**src/rtl/pulse_gen_prog.sv**
```systemverilog
// ---------------------------------------------------------------------------
// pulse_gen_prog
//
// Programmable-period tick generator. Emits a single-cycle pulse every
// period_reg clocks while running. Three run modes:
//   continuous (mode 00) : runs while en=1 and leaves RUN only on load/reset
//   one-shot   (01 / 11) : one pulse after start, then back to IDLE
//   burst      (10)      : burst_len pulses after start (0 means 1)
// The period can be reloaded at any time through load/period_in. A load
// also aborts any run in progress.
//
// Ports:
//   clk        system clock, all state changes on its rising edge
//   rst        synchronous active-low reset
//   en         count enable; 0 freezes the counter and suppresses pulses
//   mode       run mode select (sampled only when leaving IDLE)
//   start      launch a one-shot or burst run (ignored in continuous mode)
//   burst_len  pulses per burst (sampled only when a burst starts)
//   load       load period_in (0 clamped to 1) and abort any run
//   period_in  new period in clocks
//   pulse_out  single-cycle tick, combinational from state/count/en
//   busy       high while the generator is in RUN
//   done       one-cycle registered flag on one-shot/burst completion
//   count      current counter value
// ---------------------------------------------------------------------------
module pulse_gen_prog #(
  parameter int WIDTH          = 17,
  parameter int DEFAULT_PERIOD = 100000,
  parameter int BURST_W        = 8
) (
  input  logic               clk,
  input  logic               rst,
  input  logic               en,
  input  logic [1:0]         mode,
  input  logic               start,
  input  logic [BURST_W-1:0] burst_len,
  input  logic               load,
  input  logic [WIDTH-1:0]   period_in,
  output logic               pulse_out,
  output logic               busy,
  output logic               done,
  output logic [WIDTH-1:0]   count
);

  typedef enum logic {
    IDLE = 1'b0,
    RUN  = 1'b1
  } state_t;

  localparam logic [1:0]         MODE_CONT  = 2'b00;
  localparam logic [1:0]         MODE_BURST = 2'b10;
  localparam logic [WIDTH-1:0]   ONE_W      = WIDTH'(1);
  localparam logic [BURST_W-1:0] ONE_B      = BURST_W'(1);
  localparam logic [WIDTH-1:0]   RST_PERIOD = WIDTH'(DEFAULT_PERIOD);

  state_t             state_reg,     state_next;
  logic [WIDTH-1:0]   count_reg,     count_next;
  logic [WIDTH-1:0]   period_reg,    period_next;
  logic [BURST_W-1:0] remaining_reg, remaining_next;
  logic [1:0]         mode_reg,      mode_next;
  logic               done_reg,      done_next;

  // Terminal count: the last cycle of a period. period_reg is never 0,
  // so period_reg-1 cannot underflow.
  logic terminal;
  assign terminal = (state_reg == RUN) && en && (count_reg == period_reg - ONE_W);

  // -------------------------------------------------------------------------
  // State register
  // -------------------------------------------------------------------------
  always_ff @(posedge clk) begin
    if (!rst) begin
      state_reg     <= IDLE;
      count_reg     <= '0;
      period_reg    <= RST_PERIOD;
      remaining_reg <= '0;
      mode_reg      <= MODE_CONT;
      done_reg      <= 1'b0;
    end else begin
      state_reg     <= state_next;
      count_reg     <= count_next;
      period_reg    <= period_next;
      remaining_reg <= remaining_next;
      mode_reg      <= mode_next;
      done_reg      <= done_next;
    end
  end

  // -------------------------------------------------------------------------
  // Next-state logic. load outranks everything except reset; a start that
  // arrives together with load is dropped.
  // -------------------------------------------------------------------------
  always_comb begin
    state_next     = state_reg;
    count_next     = count_reg;
    period_next    = period_reg;
    remaining_next = remaining_reg;
    mode_next      = mode_reg;
    done_next      = 1'b0;

    if (load) begin
      period_next = (period_in == '0) ? ONE_W : period_in;
      count_next  = '0;
      state_next  = IDLE;
    end else begin
      case (state_reg)
        IDLE: begin
          if (mode == MODE_CONT) begin
            // Continuous mode needs no start; enable alone launches it.
            if (en) begin
              state_next = RUN;
              mode_next  = MODE_CONT;
              count_next = '0;
            end
          end else if (start) begin
            state_next = RUN;
            mode_next  = mode;
            count_next = '0;
            if (mode == MODE_BURST) begin
              remaining_next = (burst_len == '0) ? ONE_B : burst_len;
            end else begin
              remaining_next = ONE_B;
            end
          end
        end

        RUN: begin
          if (en) begin
            if (terminal) begin
              count_next = '0;
              // Only finite runs track remaining pulses; the last one
              // returns to IDLE and raises done for one cycle.
              if (mode_reg != MODE_CONT) begin
                remaining_next = remaining_reg - ONE_B;
                if (remaining_reg == ONE_B) begin
                  state_next = IDLE;
                  done_next  = 1'b1;
                end
              end
            end else begin
              count_next = count_reg + ONE_W;
            end
          end
        end

        default: begin
          state_next = IDLE;
          count_next = '0;
        end
      endcase
    end
  end

  // -------------------------------------------------------------------------
  // Outputs. pulse_out is gated by rst so that it is never seen high in a
  // cycle where reset is being applied.
  // -------------------------------------------------------------------------
  always_comb begin
    pulse_out = rst && terminal;
    busy      = (state_reg == RUN);
    done      = done_reg;
    count     = count_reg;
  end

endmodule

```
**config.mk**
```make
export PLATFORM = sky130hd
export DESIGN_NAME = pulse_gen_prog
export DESIGN_NICKNAME = d
export VERILOG_FILES = /design/src/rtl/pulse_gen_prog.sv
export SDC_FILE = /design/constraint.sdc
export NUM_CORES = 1
export LEC_CHECK = 0
export ABC_AREA = 1
export BUFFER_PORTS_ARGS = -buffer_cell sky130_fd_sc_hd__buf_2
export CAP_MARGIN = 5
export CORE_MARGIN = 3
export CORE_UTILIZATION = 51
export DETAILED_ROUTE_END_ITERATION = 6
export PLACE_DENSITY = 0.76
export SLEW_MARGIN = 30
export SYNTH_ARGS = -nofsm -noshare
export SYNTH_HDL_FRONTEND = slang
export SYNTH_SLANG_ARGS = --single-unit
```
**constraint.sdc**
```tcl
create_clock -name clk -period 2.3 [get_ports clk]
set_input_delay 0.23 -clock clk [delete_from_list [all_inputs] [get_ports clk]]
set_output_delay 0.23 -clock clk [all_outputs]
set_load 0.02 [all_outputs]
```
==> flow_summary.json, run 1 <==
{
  "finalSetupViolCount": 0,
  "drv_slew": 0,
  "finalWeightedCongestion": 0.9859,
  "holdBufCountCts": 0,
  "reg2reg_to": "count[14]$_SDFFE_PP0P_",
  "crit_arrival_ps": 2040,
  "netlist_area_sq_um": 2851,
  "dieArea_sq_um": 6525,
  "start_kind": "register",
  "synthAdderAreaFrac_pct": 1.755,
  "hpwl_um": 5741,
  "worstMarginPinSlew_ps": 502.1,
  "maxSlewHeadroom_pct": 66.22,
  "yosysSeqAreaShare_pct": 32.29,
  "finalCritPeriodShare_pct": 98.77,
  "avgSynthCellArea_sq_um": 6.451,
  "cts_root_buf": "clkbuf_8",
  "power_density_nw_per_um2": 543.8,
  "postRouteAntennaNets": 0,
  "rr_worst_depth": 13,
  "drt_iter0_drc": 203,
  "synth_top_flop_cell": "dfxtp_1",
  "max_cap_viol_count": 0,
  "ir_drop_v": 0.0002644,
  "cp_slowest_cell": "dfxtp_2",
  "wl_um": 7517,
  "p_leak_nw": 1.554,
  "yosys.area_share.xor_xnor_pct": 7.986,
  "clock_latency_ps": 310,
  "rows": 26,
  "yosys.area.top_type_share_pct": 32.29,
  "critPathMaxFanout": 4,
  "whs_ps": 139.2,
  "antenna_cells": 0,
  "status": "completed",
  "r2r-start": "period_reg[0]$_SDFFE_PN0P_",
  "crit_path_end_kind": "primary output",
  "ys_warn_count": 0,
  "synthMuxAreaShare_pct": 0.3510,
  "clock_path_buffers": 2,
  "post-route-util_pct": 63.11,
  "place_area_sq_um": 3171,
  "yosysMostFrequentCell": "nand2_1",
  "synth_simple_gate_area_share_pct": 38.66,
  "fin_area_sq_um": 3326,
  "drc_errors": 0,
  "synth_top_family_by_area": "simple AND/OR/NAND/NOR gates",
  "hold_class": "input port to register",
  "r2r_slack_ps": 180,
  "die_h_um": 80.78,
  "start_util_pct": 54.11,
  "synth_cell_type_count": 37,
  "numCtsBuffers": 5,
  "synth_top_cell_by_area": "dfxtp_1",
  "netlist_instances": 442,
  "core_area_sq_um": 5270,
  "cts-htree-levels": 2,
  "layoutNonFillerInstCount": 568,
  "skew_ps": 13.94,
  "drive_above_1_share_pct": 17.47,
  "syn_nets": 478,
  "io_buffers": 51,
  "synth_common_cells": "nand2_1, nor2_1, inv_1, dfxtp_1, nand3_1",
  "grt_max_degree": 18,
  "gr-usage-all-layers_pct": 23.55,
  "grt_overflow": 0,
  "nFillCells": 533,
  "cpMostUsedCell": "nand2_1",
  "vias": 2963,
  "fp.dieW_um": 80.78,
  "cp-endpoint": "pulse_out",
  "ys_async_sr_fraction_pct": 0,
  "rsz0062_at_grt": "true",
  "ys_seq_elements": 46,
  "cts_tree": "yes",
  "grt_pass1_vias": 2664,
  "critical_path_class": "register to primary output",
  "vias_per_cell": 5.217,
  "fin_nets": 533,
  "cp.required_ps": 2070,
  "multi_input_area_sq_um": 1722,
  "hold_viol_final": 0,
  "synth_compound_area_share_pct": 10.75,
  "io_pins": 52,
  "path_cells": "inv_2 > ha_4 > or2_1 > nand3b_1 > nand2_1 > nor2_1 > nand2_1 > nor2_2 > nand3_2 > nor3_2 > buf_4",
  "place_inst": 558,
  "grt_pass1_wl_um": 12070,
  "period_needed_ps": 2272,
  "synth_edf_count": 0,
  "grt_antenna_before_repair": 0,
  "first_pass_iters": 4,
  "cts.clk_slew.worst_paths_ps": 90,
  "max_freq_mhz": 440.2,
  "crit_start": "period_reg[0]$_SDFFE_PN0P_",
  "routedWlPerCell_um": 13.23,
  "register_area_sq_um": 924.6,
  "slowest_delay_ps": 340,
  "area_growth_pct": 16.63,
  "cts.sinks": 46,
  "synth_area_leaders": "dfxtp_1, nand2_1, nor2_1"
}
==> per-stage QoR <==
step | setup TNS, ps | setup slack (ps) | power (W)
after floorplan | 0 | 259.2 | 0.001114
after global placement | 0 | 170.2 | 0.001201
after detailed placement | 0 | 113.4 | 0.001207
after CTS | 0 | 3.793 | 0.001807
after global routing | -65.34 | -65.34 | 0.001903
final | 0 | 28.24 | 0.001808
==> final cells by class <==
class	instances	area share [%]
Multi-Input combinational cell	338	51.77
Clock buffer	5	2.069
Clock inverter	3	1.204
Timing Repair Buffer	56	8.879
Sequential cell	46	27.80
Tap cell	70	2.634
Inverter	50	5.643
==> report_power, final <==
group	internal, W	switching, W	total, W	leakage [nW]
registers	0.000830	0.0000379	0.000868	0.377
logic	0.000130	0.000209	0.000339	1.12
clock network	0.000320	0.000281	0.000601	0.0579
total	0.00128	0.000527	0.00181	1.55
==> kinds of logic after synthesis <==
kind of cell	Yosys count
XOR/XNOR	26
multiplexers	1
AO/OA/AOI/OAI	51
flip-flops	46
buffers and inverters	58
AND/OR/NAND/NOR	256
adder cells (fa/ha/maj)	4
==> routing by layer <==
layer | wire (um) | GRT usage, % | vias up
met2 | 3387 | 38.16 | 92
li1 | - | - | 1510
met1 | 3572 | 32.15 | 1347
met3 | 413 | 3.104 | 14
met5 | 0 | 0 | -
met4 | 144 | 8.277 | 0
==> worst max-delay path, delay by kind of cell (launching register included) <==
family        cells  cell delay, ps
simple gates      8             970
fa+ha+maj         1             170
flops             1             340
buf+inv           2             230
==> worst min path at each step <==
stage	to	depth (start not counted)	slack, ps	from
global route	period_reg[13]$_SDFFE_PN0P_	3	140	period_in[13]
floorplan	period_reg[12]$_SDFFE_PN0P_	2	340	period_in[12]
finish	period_reg[13]$_SDFFE_PN0P_	3	140	period_in[13]
global placement	period_reg[13]$_SDFFE_PN0P_	3	440	period_in[13]
CTS	period_reg[12]$_SDFFE_PN0P_	3	140	period_in[12]
detailed placement	period_reg[12]$_SDFFE_PN0P_	3	450	period_in[12]
==> what timing repair did <==
action,4_1_cts,5_1_grt
pin swaps,3,3
cloned,0,0
setup buffers,0,2
setup endpoints to repair,1,22
gates resized for setup,5,7
==> cell usage in the layout (no fill, tap or decap), drive strengths merged, types with 2 or more instances in the layout <==
master,n
nor2,86
o21bai,3
o22a,2
nand3b,5
or2,2
o211ai,2
dfxtp,46
a21oi,15
ha,4
nand2,119
clkinv,2
o22ai,3
nor3,7
nand4,6
o21ai,21
clkbuf,5
xor2,21
xnor2,5
nor4,4
inv,50
nand3,26
buf,56
No activity file was read; power rests on OpenSTA's default activity.
==> run 2, diff against run 1 <==
- BUFFER_PORTS_ARGS: -buffer_cell sky130_fd_sc_hd__buf_2 -> default
- CELL_PAD_IN_SITES_DETAIL_PLACEMENT: default -> 1
- CELL_PAD_IN_SITES_GLOBAL_PLACEMENT: default -> 1
- CORE_UTILIZATION: 51 -> 44
- DONT_BUFFER_PORTS: default -> 1
- PLACE_DENSITY: 0.76 -> 0.81
==> run 2 against run 1 <==
- the run now ends with negative setup slack left
- combinational power grew 4%
- flip-flop and latch count is the same
- worst hold slack lost 120 ps
- via count grew 1.5%
- non-clock buffer count shrank 32
- sequential share of layout area grew 0.17 points
- maximum frequency shrank 4.1%
- clock-buffer cell count is the same
- first-iteration DRC count shrank 29%
- critical path type unchanged
==> flow_summary.json, run 2 (same netlist as run 1, synthesis figures left out) <==
{
  "wl_um": 9356,
  "drv_slew": 0,
  "first_pass_iters": 4,
  "ir_drop_v": 0.0003197,
  "p_leak_nw": 1.431,
  "maxSlewHeadroom_pct": 26.07,
  "rows": 28,
  "skew_ps": 8.427,
  "numCtsBuffers": 5,
  "finalSetupViolCount": 1,
  "fin_nets": 502,
  "dieArea_sq_um": 7482,
  "critical_path_class": "register to primary output",
  "cts_tree": "yes",
  "die_h_um": 86.50,
  "antenna_cells": 0,
  "vias_per_cell": 5.550,
  "max_cap_viol_count": 0,
  "finalCritPeriodShare_pct": 103.0,
  "hold_class": "input port to register",
  "worstMarginPinSlew_ps": 1105,
  "period_needed_ps": 2368,
  "crit_arrival_ps": 2140,
  "final_cell_mix": "nand2_1, nor2_1, inv_1",
  "postRouteAntennaNets": 0,
  "clock_path_buffers": 2,
  "gr-usage-all-layers_pct": 24.46,
  "drive_above_1_share_pct": 13.28,
  "cts_root_buf": "clkbuf_8",
  "drt_iter0_drc": 144,
  "clock_latency_ps": 320,
  "setup_tns_ps": -68.19,
  "core_area_sq_um": 6096,
  "fp.dieW_um": 86.50,
  "dp_slack_ps": 10.81,
  "max_freq_mhz": 422.3,
  "setup_ws_ps": -68.19,
  "cp.required_ps": 2070,
  "cts.clk_slew.worst_paths_ps": 100,
  "final_common_cell": "nand2_1",
  "grt_overflow": 0,
  "hpwl_um": 6904,
  "grt_max_degree": 18,
  "cts.sinks": 46,
  "grt_pass1_vias": 2996,
  "rsz0062_at_grt": "true",
  "io_pins": 52,
  "io_buffers": 0,
  "start_util_pct": 46.78,
  "grt_antenna_before_repair": 0,
  "status": "finished, violations left",
  "power_density_nw_per_um2": 562.3,
  "drc_errors": 0,
  "area_growth_pct": 15.93,
  "vias": 3008,
  "crit_path_end_kind": "primary output",
  "cts-htree-levels": 2,
  "hold_viol_final": 0,
  "violations": "negative setup slack",
  "finalWeightedCongestion": 0.9443,
  "routedWlPerCell_um": 17.26,
  "grt_pass1_wl_um": 14410,
  "critPathMaxFanout": 4,
  "start_kind": "register"
}
-- run 2: cell count changes in the layout (fill, tap and decap cells not counted), moves of 2 or more --
cell	delta
nand2_1	-3
nand2_2	+2
nor2_1	-3
buf_4	+15
nand2_8	+2
nor2_2	+2
buf_2	-50
clkinvlp_4	+2
clkinv_2	-2
-- run 2: worst paths after layout --
path	from	endpoint	slack, ps	cells past startpoint
setup reg to reg	period_reg[6]$_SDFFE_PN0P_	count[0]$_SDFFE_PP0P_	100	12
hold / removal	rst	period_reg[7]$_SDFFE_PN1P_	20	1
hold reg to reg	period_reg[13]$_SDFFE_PN0P_	period_reg[13]$_SDFFE_PN0P_	510	2
setup / recovery	period_reg[0]$_SDFFE_PN0P_	pulse_out	-70	11
-- run 2: layout make-up --
type,instances,area (sq um)
fill,838,2790
multi-input combinational,339,1784
sequential,46,924.6
timing repair buffer,24,198.9
inverter,50,190.2
tap,75,93.84
clock buffer,5,68.82
clock inverter,3,45.04
-- run 2: timing repair --
action	CTS	global route
hold buffers	1	0
pin swaps	9	10
endpoints found under the setup margin	5	25
buffers inserted	2	3
gates resized for setup	13	12
hold endpoints to repair	1	0
cloned	0	1
-- run 2: stage by stage --
stage	utilization (%)	instance area, sq um	std cells	power, W	hold WS, ps
2_1_floorplan	-	2851	442	0.001114	340.3
3_3_place_gp	49.98	3047	527	0.001179	316.4
3_5_place_dp	49.98	3047	527	0.001193	323.5
4_1_cts	52.81	3219	538	0.001832	7.115
5_1_grt	54.23	3306	542	0.001944	14.03
6_report	54.23	3306	542	0.001859	22.80
-- run 2: power breakdown --
group	internal, W	leakage, nW	switching [W]
combinational	0.000128	1.00	0.000224
clock	0.000324	0.0504	0.000311
sequential	0.000831	0.376	0.0000413
total	0.00128	1.43	0.000577
-- run 2: layer usage --
layer	routed length, um	vias to the layer above	global-route usage [%]
met4	229	0	8.499
met3	590	19	6.084
li1	-	1459	-
met5	0	-	0
met2	4547	94	41.66
met1	3988	1436	29.93
-- run 2: critical path, cell delays in order, from the launching register on --
cell,delay (ps)
dfxtp_2,370
inv_4,50
ha_4,170
or2_4,240
nand3b_1,110
nand2_2,80
nor2_4,130
nand2_2,60
nor2_2,90
nand3_2,160
nor3_4,240
buf_6,150
==> run 3, diff against run 2 <==
- CORE_MARGIN: 3 -> 4
==> run 3 against run 2 <==
- the run still ends with negative setup slack left
- setup slack improved by 3.9 ps
- critical path depth grew 3
- cell count grew 0.92%
- clock-buffer cell count grew 1
- maximum frequency grew 0.17%
- routed wire length increased by 1.8%
- total power up 0.81%
- sequential power is essentially flat
- largest cell class unchanged
- highest routed layer unchanged
==> flow_summary.json, run 3 (same netlist as run 1, synthesis figures left out) <==
{
  "status": "finished, violations left",
  "violations": "negative setup slack",
  "clock_latency_ps": 310,
  "fp.dieW_um": 88.50,
  "core_area_sq_um": 6314,
  "critPathMaxFanout": 6,
  "vias": 2962,
  "drc_errors": 0,
  "critical_path_class": "register to register",
  "place_inst": 528,
  "clock_path_buffers": 2,
  "r2r-start": "period_reg[7]$_SDFFE_PN1P_",
  "cp-endpoint": "remaining_reg[6]$_SDFFE_PN0P_",
  "dieArea_sq_um": 7832,
  "ir_drop_v": 0.0003274,
  "io_pins": 52,
  "reg2reg_to": "remaining_reg[6]$_SDFFE_PN0P_",
  "fin_nets": 505,
  "cts.clk_slew.worst_paths_ps": 100,
  "finalCritPeriodShare_pct": 102.8,
  "hold_class": "input port to register",
  "grt_pass1_wl_um": 14080,
  "cp_slowest_cell": "dfxtp_1",
  "fin_area_sq_um": 3432,
  "holdBufCountCts": 0,
  "worstMarginPinSlew_ps": 1233,
  "finalWeightedCongestion": 0.8596,
  "drv_slew": 0,
  "start_kind": "register",
  "skew_ps": 11.94,
  "crit_start": "period_reg[7]$_SDFFE_PN1P_",
  "cpMostUsedCell": "nand2_1",
  "met1_length_um": 3926,
  "p_leak_nw": 1.454,
  "cts-htree-levels": 2,
  "setup_ws_ps": -64.25,
  "area_growth_pct": 20.36,
  "slowest_delay_ps": 420,
  "period_needed_ps": 2364,
  "met2WireLength_um": 4827,
  "first_pass_iters": 4,
  "grt_max_degree": 18,
  "cts_root_buf": "clkbuf_8",
  "place_area_sq_um": 3029,
  "finalSetupViolCount": 23,
  "crit_arrival_ps": 2580,
  "dr_wl_met3_um": 501,
  "io_buffers": 0,
  "cts.sinks": 46,
  "max_cap_viol_count": 0,
  "vias_per_cell": 5.415,
  "rows": 29,
  "layoutNonFillerInstCount": 547,
  "grt_overflow": 0,
  "die_h_um": 88.50,
  "routedWlPerCell_um": 17.41,
  "critical-path-top-delay-family": "simple AND/OR/NAND/NOR gates",
  "r2r_slack_ps": -60,
  "path_depth": 14,
  "cts_tree": "yes",
  "rr_worst_depth": 14,
  "postRouteAntennaNets": 0,
  "final_cell_mix": "nand2_1, nor2_1, inv_1",
  "gr-usage-all-layers_pct": 23.28,
  "highest_layer": "met4",
  "crit_path_end_kind": "register",
  "maxSlewHeadroom_pct": 17.52,
  "start_util_pct": 45.16,
  "dp_slack_ps": -45.76,
  "antenna_cells": 0,
  "drive_above_1_share_pct": 18.09,
  "crit_buf_inv": 2,
  "hold_viol_final": 0,
  "multi_input_area_sq_um": 1899,
  "nFillCells": 860,
  "register_area_sq_um": 925.9,
  "max_freq_mhz": 423.0,
  "hpwl_um": 6881,
  "grt_pass1_vias": 3000,
  "numCtsBuffers": 5,
  "grt_antenna_before_repair": 0,
  "cp.required_ps": 2510,
  "path_cells": "nor2_2 > nand2_1 > nor2_4 > nand3_1 > nand2_1 > nand2_1 > nor2_1 > nand3_2 > buf_6 > o21bai_4 > buf_6 > nand3_2 > nand2_1 > nor2_1",
  "wl_um": 9521,
  "rsz0062_at_grt": "true",
  "power_density_nw_per_um2": 546.0,
  "drt_iter0_drc": 128,
  "final_common_cell": "nand2_1"
}
-- run 3: cell count changes in the layout (fill, tap and decap cells not counted), sizes merged --
cell         previous run  this run
nand2                 120       121
buf                    23        26
dlygate4sd3             1         0
clkinvlp                2         1
clkbuf                  5         6
-- run 3: through the flow --
| step | utilization (%) | hold WS [ps] | total power (W) | setup TNS (ps) |
|---|---|---|---|---|
| 3_5_place_dp | 47.98 | 324.8 | 0.001190 | -330.1 |
| 6_report | 54.36 | 8.591 | 0.001874 | -639.5 |
| 5_1_grt | 54.36 | 8.714 | 0.001967 | -3632 |
| 3_3_place_gp | 47.98 | 317.6 | 0.001178 | 0 |
| 4_1_cts | 50.55 | 7.162 | 0.001815 | 0 |
| 2_1_floorplan | - | 340.3 | 0.001114 | 0 |
-- run 3: worst min-delay path by stage --
stage                              from                     endpoint  slack [ps]  cells after the start
after floorplan           period_in[12]  period_reg[12]$_SDFFE_PN0P_         340                      2
after global placement              rst  period_reg[15]$_SDFFE_PN1P_         320                      1
after detailed placement            rst  period_reg[15]$_SDFFE_PN1P_         320                      1
after CTS                           rst  period_reg[15]$_SDFFE_PN1P_           7                      1
after global routing                rst  period_reg[15]$_SDFFE_PN1P_           9                      1
final                               rst  period_reg[15]$_SDFFE_PN1P_           9                      1
-- run 3: what timing repair did --
item	CTS	global route
pin swaps	6	22
cloned	0	2
setup buffers	3	6
gates resized for setup	10	45
setup endpoints to repair	20	26
-- run 3: final cells by class --
class / instances / area share (%)
clock buffer: 6 / 2.114
clock inverter: 2 / 1.094
inverter: 50 / 5.541
multi-input combinational: 340 / 55.34
sequential: 46 / 26.98
tap: 77 / 2.807
timing repair buffer: 26 / 6.125
-- run 3: routing by layer --
| layer | GRT usage (%) | up-vias |
|---|---|---|
| li1 | - | 1458 |
| met1 | 27.40 | 1412 |
| met2 | 42.90 | 75 |
| met3 | 5.121 | 17 |
| met4 | 5.357 | 0 |
| met5 | 0 | - |
-- run 3: report_power, final --
part / internal [W] / switching [W]
combinational: 0.000133 / 0.000240
clock: 0.000325 / 0.000305
sequential: 0.000831 / 0.0000406
